===== src/rtl/decodificador_comandos_pkg.sv =====
// Shared types and default timing for the lighting controller front-end
// and the mode/lamp controller that consumes its commands.
package pkg_controladora;

    // Button press classifier states
    typedef enum logic [1:0] {
        OCIOSO,
        CONTANDO,
        DECIDE
    } estado_botao_t;

    // IR presence states
    typedef enum logic [1:0] {
        AUSENTE,
        PRESENTE,
        SEGURANDO
    } estado_ir_t;

    // Default timing, in clk cycles
    localparam int DEBOUNCE_T_PADRAO        = 50;
    localparam int SWITCH_MODE_MIN_T_PADRAO = 5300;
    localparam int PRESENCE_HOLD_T_PADRAO   = 3000;

endpackage


===== src/rtl/decodificador_comandos_if.sv =====
// Pin-side inputs and clean command outputs of the command decoder.
interface decodificador_comandos_if;

    logic push_button;
    logic infravermelho;
    logic cmd_alterna_lampada;
    logic cmd_alterna_modo;
    logic press_longo;
    logic presenca;

    // Board / stimulus side
    modport master (
        output push_button,
        output infravermelho,
        input  cmd_alterna_lampada,
        input  cmd_alterna_modo,
        input  press_longo,
        input  presenca
    );

    // Decoder side
    modport slave (
        input  push_button,
        input  infravermelho,
        output cmd_alterna_lampada,
        output cmd_alterna_modo,
        output press_longo,
        output presenca
    );

endinterface


===== src/rtl/decodificador_comandos_sincronizador.sv =====
// Two-flop synchronizer for a single asynchronous input.
// Adds two cycles of latency and keeps pulse length intact.
module sincronizador (
    input  logic clk,
    input  logic rst,
    input  logic d,
    output logic q
);

    logic meta;

    // Two-stage capture, cleared by synchronous reset
    always_ff @(posedge clk) begin
        if (rst) begin
            meta <= 1'b0;
            q    <= 1'b0;
        end else begin
            meta <= d;
            q    <= meta;
        end
    end

endmodule


===== src/rtl/decodificador_comandos.sv =====
// Front-end for the lighting controller: classifies button presses into
// one-cycle lamp/mode toggle commands and turns the raw IR sensor into a
// debounced presence level with an off-delay.
module decodificador_comandos
    import pkg_controladora::*;
#(
    parameter int DEBOUNCE_T        = DEBOUNCE_T_PADRAO,
    parameter int SWITCH_MODE_MIN_T = SWITCH_MODE_MIN_T_PADRAO,
    parameter int PRESENCE_HOLD_T   = PRESENCE_HOLD_T_PADRAO
) (
    input  logic                     clk,
    input  logic                     rst,
    decodificador_comandos_if.slave  bus
);

    // Press counter saturates at SWITCH_MODE_MIN_T+1 so long holds never wrap
    localparam int CW = $clog2(SWITCH_MODE_MIN_T + 2);
    localparam int IW = $clog2(DEBOUNCE_T + 1);
    localparam int TW = $clog2(PRESENCE_HOLD_T + 1);

    localparam logic [CW-1:0] CNT_MAX   = CW'(SWITCH_MODE_MIN_T + 1);
    localparam logic [CW-1:0] CNT_LONGO = CW'(SWITCH_MODE_MIN_T);
    localparam logic [CW-1:0] CNT_DEB   = CW'(DEBOUNCE_T);
    localparam logic [IW-1:0] IR_ULTIMO = IW'(DEBOUNCE_T - 1);
    localparam logic [TW-1:0] HOLD_INI  = TW'(PRESENCE_HOLD_T);

    logic b_s;
    logic ir_s;

    sincronizador u_sync_botao (
        .clk (clk),
        .rst (rst),
        .d   (bus.push_button),
        .q   (b_s)
    );

    sincronizador u_sync_ir (
        .clk (clk),
        .rst (rst),
        .d   (bus.infravermelho),
        .q   (ir_s)
    );

    estado_botao_t   estado_botao;
    logic [CW-1:0]   cnt;
    logic            cmd_lampada;
    logic            cmd_modo;
    logic            longo;

    // Button FSM: count held cycles, classify on release, pulse one cycle
    always_ff @(posedge clk) begin
        if (rst) begin
            estado_botao <= OCIOSO;
            cnt          <= '0;
            cmd_lampada  <= 1'b0;
            cmd_modo     <= 1'b0;
            longo        <= 1'b0;
        end else begin
            cmd_lampada <= 1'b0;
            cmd_modo    <= 1'b0;
            case (estado_botao)
                OCIOSO: begin
                    if (b_s) begin
                        estado_botao <= CONTANDO;
                        cnt          <= CW'(1);
                    end else begin
                        cnt <= '0;
                    end
                end
                CONTANDO: begin
                    if (b_s) begin
                        if (cnt != CNT_MAX)
                            cnt <= cnt + 1'b1;
                        // level goes high the cycle cnt becomes SWITCH_MODE_MIN_T+1
                        if (cnt >= CNT_LONGO)
                            longo <= 1'b1;
                    end else begin
                        estado_botao <= DECIDE;
                        longo        <= 1'b0;
                    end
                end
                DECIDE: begin
                    if (cnt > CNT_LONGO)
                        cmd_modo <= 1'b1;
                    else if (cnt >= CNT_DEB)
                        cmd_lampada <= 1'b1;
                    estado_botao <= OCIOSO;
                    cnt          <= '0;
                end
                default: begin
                    estado_botao <= OCIOSO;
                    cnt          <= '0;
                end
            endcase
        end
    end

    estado_ir_t      estado_ir;
    logic [IW-1:0]   ir_cnt;
    logic [TW-1:0]   hold;
    logic            presenca_q;

    // IR FSM: debounce rising presence, hold it after the sensor drops,
    // retrigger without re-debounce while holding
    always_ff @(posedge clk) begin
        if (rst) begin
            estado_ir  <= AUSENTE;
            ir_cnt     <= '0;
            hold       <= '0;
            presenca_q <= 1'b0;
        end else begin
            case (estado_ir)
                AUSENTE: begin
                    if (ir_s) begin
                        if (ir_cnt == IR_ULTIMO) begin
                            estado_ir  <= PRESENTE;
                            presenca_q <= 1'b1;
                            ir_cnt     <= '0;
                        end else begin
                            ir_cnt <= ir_cnt + 1'b1;
                        end
                    end else begin
                        ir_cnt <= '0;
                    end
                end
                PRESENTE: begin
                    if (!ir_s) begin
                        estado_ir <= SEGURANDO;
                        hold      <= HOLD_INI;
                    end
                end
                SEGURANDO: begin
                    if (ir_s) begin
                        estado_ir <= PRESENTE;
                    end else if (hold == '0) begin
                        // timer reached zero last cycle; drop presence now
                        estado_ir  <= AUSENTE;
                        presenca_q <= 1'b0;
                    end else begin
                        hold <= hold - 1'b1;
                    end
                end
                default: begin
                    estado_ir  <= AUSENTE;
                    presenca_q <= 1'b0;
                end
            endcase
        end
    end

    assign bus.cmd_alterna_lampada = cmd_lampada;
    assign bus.cmd_alterna_modo    = cmd_modo;
    assign bus.press_longo         = longo;
    assign bus.presenca            = presenca_q;

endmodule


===== src/flat_wrapper.sv =====
// flat-port wrapper written by rule: the top's interface ports become plain ports
module decodificador_comandos_flat import pkg_controladora::*;
#(
    parameter int DEBOUNCE_T        = DEBOUNCE_T_PADRAO,
    parameter int SWITCH_MODE_MIN_T = SWITCH_MODE_MIN_T_PADRAO,
    parameter int PRESENCE_HOLD_T   = PRESENCE_HOLD_T_PADRAO
)
  (clk, rst, bus_push_button, bus_infravermelho, bus_cmd_alterna_lampada, bus_cmd_alterna_modo, bus_press_longo, bus_presenca);
  decodificador_comandos_if bus_i ();
  input  logic clk;
  input  logic rst;
  input wire logic [$bits(bus_i.push_button)-1:0] bus_push_button;
  input wire logic [$bits(bus_i.infravermelho)-1:0] bus_infravermelho;
  output wire logic [$bits(bus_i.cmd_alterna_lampada)-1:0] bus_cmd_alterna_lampada;
  output wire logic [$bits(bus_i.cmd_alterna_modo)-1:0] bus_cmd_alterna_modo;
  output wire logic [$bits(bus_i.press_longo)-1:0] bus_press_longo;
  output wire logic [$bits(bus_i.presenca)-1:0] bus_presenca;
  assign bus_i.push_button = bus_push_button;
  assign bus_i.infravermelho = bus_infravermelho;
  assign bus_cmd_alterna_lampada = bus_i.cmd_alterna_lampada;
  assign bus_cmd_alterna_modo = bus_i.cmd_alterna_modo;
  assign bus_press_longo = bus_i.press_longo;
  assign bus_presenca = bus_i.presenca;
  decodificador_comandos #(.DEBOUNCE_T(DEBOUNCE_T), .SWITCH_MODE_MIN_T(SWITCH_MODE_MIN_T), .PRESENCE_HOLD_T(PRESENCE_HOLD_T)) u_core (.clk(clk), .rst(rst), .bus(bus_i));
endmodule

===== config.mk =====
export PLATFORM = sky130hd
export DESIGN_NAME = decodificador_comandos_flat
export DESIGN_NICKNAME = d
export VERILOG_FILES = /design/src/rtl/decodificador_comandos_pkg.sv /design/src/rtl/decodificador_comandos_if.sv /design/src/rtl/decodificador_comandos_sincronizador.sv /design/src/rtl/decodificador_comandos.sv /design/src/flat_wrapper.sv
export SDC_FILE = /design/constraint.sdc
export NUM_CORES = 1
export LEC_CHECK = 0
export ABC_AREA = 1
export CAP_MARGIN = 20
export CORE_UTILIZATION = 40
export CTS_CLUSTER_DIAMETER = 100
export DETAILED_ROUTE_END_ITERATION = 6
export PLACE_DENSITY = 0.6
export SLEW_MARGIN = 0
export SYNTH_ARGS = -nofsm -noshare
export SYNTH_HDL_FRONTEND = slang
export SYNTH_SLANG_ARGS = --single-unit
export TNS_END_PERCENT = 1

===== constraint.sdc =====
create_clock -name clk -period 1.89 [get_ports clk]
set_input_delay 0.378 -clock clk [delete_from_list [all_inputs] [get_ports clk]]
set_output_delay 0.378 -clock clk [all_outputs]
set_load 0.02 [all_outputs]

==> results by group, run 1 <==
STA
  – Period minus WS final: around 1.6 ns
  – Setup Skew: slightly above 0.009 ns
  – RSZ-0062 raised after global routing: false
  – Fmax: 616 MHz
  – Max_slew headroom: about 77%
  – Setup TNS: 0 ns
  – Setup violations, final: 0
  – Worst-margin pin slew: 0.342 ns
  – Final Hold Viols: 0
  – Crit share post-route: 85.9%
  – Hold slack: around 0.4 ns
  – Slew Limit Fails: 0

Synth
  – Asr flop ratio synth: 0%
  – Yosys reg bits: between 40 and 50
  – Ys flop type: dfxtp_1
  – Post-Synth Adder-Cell Area: under 10%
  – Cell Area, Synth: 2500 um2
  – Synth Area in XOR/XNOR: around 2.1%
  – Largest family of logic cells by synthesized area: simple AND/OR/NAND/NOR gates
  – Multiplexer share of the synthesized area: 0%
  – Post-synth net total: 404
  – Post-Synth Simple-Gate Area: roughly 40%
  – Synth cell types: 31
  – Number of synthesized flops with an enable pin: 0
  – YS warnings: 0
  – Synth Area in Compound Gates: 11.7%
  – Seq/Total Area, Yosys: approximately a third
  – Cells after synthesis: roughly 390
  – Avg Inst Size Synth: 6.36 um2

Placed design
  – Post-placement cell area: 2640 um2
  – Final Wtd Congestion: about 0.89
  – Dpl cells: 470
  – Port Buffers: 7
  – Post-detail-place hpwl: between 4 and 5 mm

Worst hold path
  – Hold Crit Start: u_core.u_sync_botao.meta
  – Worst hold path depth: 2
  – Min-Delay Path Class: reg -> reg
  – Worst Hold End: u_core.u_sync_botao.q

Critical path
  – Crit path kind: reg -> reg
  – Critical Path Source Type: flop
  – Critical Path RT: between 2 and 2.5 ns
  – Slowest stage delay, CP: 0.46 ns
  – Critical path arrival: 1.84 ns
  – R2r endpoint: u_core.cnt[8]
  – Critical-path cell list: ha_1, inv_1, nor2_1, nand2_1, xor2_1, nor2_1, nand2_1, a21oi_1
  – RR Startpoint: u_core.cnt[0]
  – Critical Path Sink Type: flop
  – Worst R2R Setup Slack: approximately 0.27 ns
  – Critical path fanouts, max: 8
  – Slowest CP cell: dfxtp_1
  – R2R cell count: 8

Routing
  – Drt drc: 0
  – Routed Antenna Nets: 0
  – 1st-pass router iterations: 4
  – Vias per inst: about 5.0
  – Via count of the routed design: 2408
  – Aggregate routed wire length: ~5.5 mm
  – DR iter-0 viols: ~130
  – WL/cell: between 10 and 15 um

Global routing
  – Antenna violations before repair: 0
  – GR Overflow Total: 0
  – Largest net degree at the start of global routing: 20
  – Tot GR Track Use: 18.6%
  – First-pass GRT wire length: roughly 9.6 mm
  – Vias in the first global route: approximately 2200

Clocking
  – Hold buffer count at CTS: 0
  – Clock Tree Buf Depth: 2
  – TritonCTS Sinks: between 40 and 50
  – CTS tree: built
  – Setup bufs post-CTS: 0
  – Htree depth: 2
  – Clock slew at reported path FFs: roughly 0.080 ns
  – Clock buffer count from CTS: 5
  – CTS resizes: 0
  – CTS Root Buffer Type: clkbuf_8
  – Clk_lat worst skew: between 0.2 and 0.3 ns

Status
  – Status: finished, final reports clean

Final layout
  – Layout cell share with drive strength beyond 1: between 5 and 6%
  – Post-route insts no fill: about 480
  – P&R area growth vs syn: 9.80%
  – Post-Layout Inst Area: 2750 um2
  – Ant diodes: 0
  – Final nets: ~410

Pwr
  – Leakage: ~1.1 nW
  – Maximum VDD drop: 0.000347 V
  – PD cells: between 600 and 700 nW/um2
  – Power, Total: around 1.7 mW

Floorplanning
  – Die Footprint: 6570 um2
  – I/O pin cnt: 8
  – Die width: ~80 um
  – CORE AREA: 5990 um2
  – Starting Density: around two fifths
  – Die Height: between 80 and 90 um
  – Rows: 28

Run
  – Max Cap Viol: 0
[how the worst max path moves through the flow]
stage                         from  cells after the start                to
2_1_floorplan        u_core.cnt[0]                      8     u_core.cnt[0]
3_3_place_gp                   rst                      4  u_core.ir_cnt[4]
3_5_place_dp         u_core.cnt[0]                      8     u_core.cnt[0]
4_1_cts        u_core.bus.presenca                      1      bus_presenca
5_1_grt              u_core.cnt[0]                      9    u_core.cnt[10]
6_report             u_core.cnt[0]                      8     u_core.cnt[8]
[critical path: cells and delay by family, from the launching register on]
kind / cells / cell delay, ns
simple gates: 4 / 0.50
flops: 1 / 0.46
fa+ha+maj: 1 / 0.26
xor+xnor: 1 / 0.15
compound gates: 1 / 0.11
buf+inv: 1 / 0.08
[cells in the mapped netlist (4+ instances only)]
master,n,area [um2]
ha_1,7,87.6
nor3_1,13,65.1
nand4_1,10,62.6
clkbuf_1,4,15.0
nand2_1,86,323
inv_1,46,173
nor2_1,75,282
a21oi_1,24,120
nand3_1,31,155
dfxtp_1,43,861
o21ai_0,17,85.1
xor2_1,5,43.8
nand2_2,8,50.1
[sequential cells by signal, indices dropped and copies added, names as in the netlist]
name                            flops
u_core.u_sync_botao.meta            1
u_core.ir_cnt                       6
u_core.bus.press_longo              1
u_core.u_sync_ir.q                  1
u_core.u_sync_botao.q               1
u_core.bus.cmd_alterna_modo         1
u_core.bus.cmd_alterna_lampada      1
u_core.bus.presenca                 1
u_core.hold                        12
u_core.u_sync_ir.meta               1
u_core.estado_botao                 2
u_core.cnt                         13
u_core.estado_ir                    2
[metal layers]
layer / up-vias / track usage, % / part of all wire [%]
li1: 1283 / - / -
met1: 1072 / 24.5 / 50
met2: 47 / 30.5 / 46
met3: 6 / 3.37 / 3.4
met4: 0 / 5.89 / 1.2
met5: - / 0 / 0
[placed cells by master, fill, tap and decap left out]
cell type | synthesis | routed
o21a_1 | 1 | 1
or2_2 | 1 | 1
a211oi_1 | 1 | 1
nor3_1 | 13 | 13
inv_1 | 46 | 46
and3_1 | 1 | 1
nand2_1 | 86 | 86
bufinv_16 | 0 | 1
nor2_2 | 1 | 1
nor2_1 | 75 | 75
buf_4 | 0 | 3
nand4_1 | 10 | 10
dfxtp_1 | 43 | 43
a21oi_1 | 24 | 24
o21ai_1 | 2 | 2
clkinvlp_4 | 0 | 1
xor2_1 | 5 | 5
nand3_1 | 31 | 31
o211ai_1 | 2 | 2
a21oi_2 | 1 | 1
xnor2_1 | 1 | 1
a21oi_4 | 1 | 1
o21bai_1 | 1 | 1
clkbuf_8 | 0 | 5
o22ai_1 | 1 | 1
o2111ai_1 | 1 | 1
clkinv_1 | 2 | 2
nand2_2 | 8 | 8
ha_1 | 7 | 7
nor2_4 | 1 | 1
clkdlybuf4s50_1 | 0 | 7
o21ai_0 | 17 | 17
nor4_1 | 2 | 2
[cell type report]
class / instances / area (um2)
clock buffer: 5 / 68.8
clock inverter: 2 / 37.5
fill: 634 / 3240
inverter: 48 / 180
multi-input combinational: 294 / 1410
sequential: 43 / 861
tap: 75 / 93.8
timing repair buffer: 10 / 92.6
[cell families after synthesis]
logic type / Yosys count
adder cells (fa/ha/maj): 7
buffers and inverters: 56
AND/OR/NAND/NOR: 229
flip-flops: 43
XOR/XNOR: 6
AO/OA/AOI/OAI: 52
[metrics by stage]
stage | util, % | worst slack (ns)
after floorplan | - | 0.486
after global placement | 44.1 | 0.324
after detailed placement | 44.1 | 0.290
after CTS | 45.8 | 0.266
after global routing | 45.8 | 0.0191
final | 45.8 | 0.266
[report_power, final]
part / internal, mW / total [mW] / switching [mW]
registers: 0.913 / 0.921 / 0.00803
logic: 0.0175 / 0.0504 / 0.0329
clock network: 0.386 / 0.700 / 0.314
total: 1.32 / 1.67 / 0.355
(Power assumes the default switching activity.)
==> inputs of run 2 (changes only) <==
ABC_CLOCK_PERIOD_IN_PS = 1890   (was unset)
CTS_CLUSTER_DIAMETER = 50   (was 100)
==> results of run 2 <==
Final layout, timing and power as in run 1 (identical DEF).
==> inputs of run 3 (changes only) <==
CTS_CLUSTER_SIZE = 25   (was unset)
TNS_END_PERCENT = 20   (was 1)
==> results of run 3 <==
Final layout, timing and power as in run 1 (identical DEF).
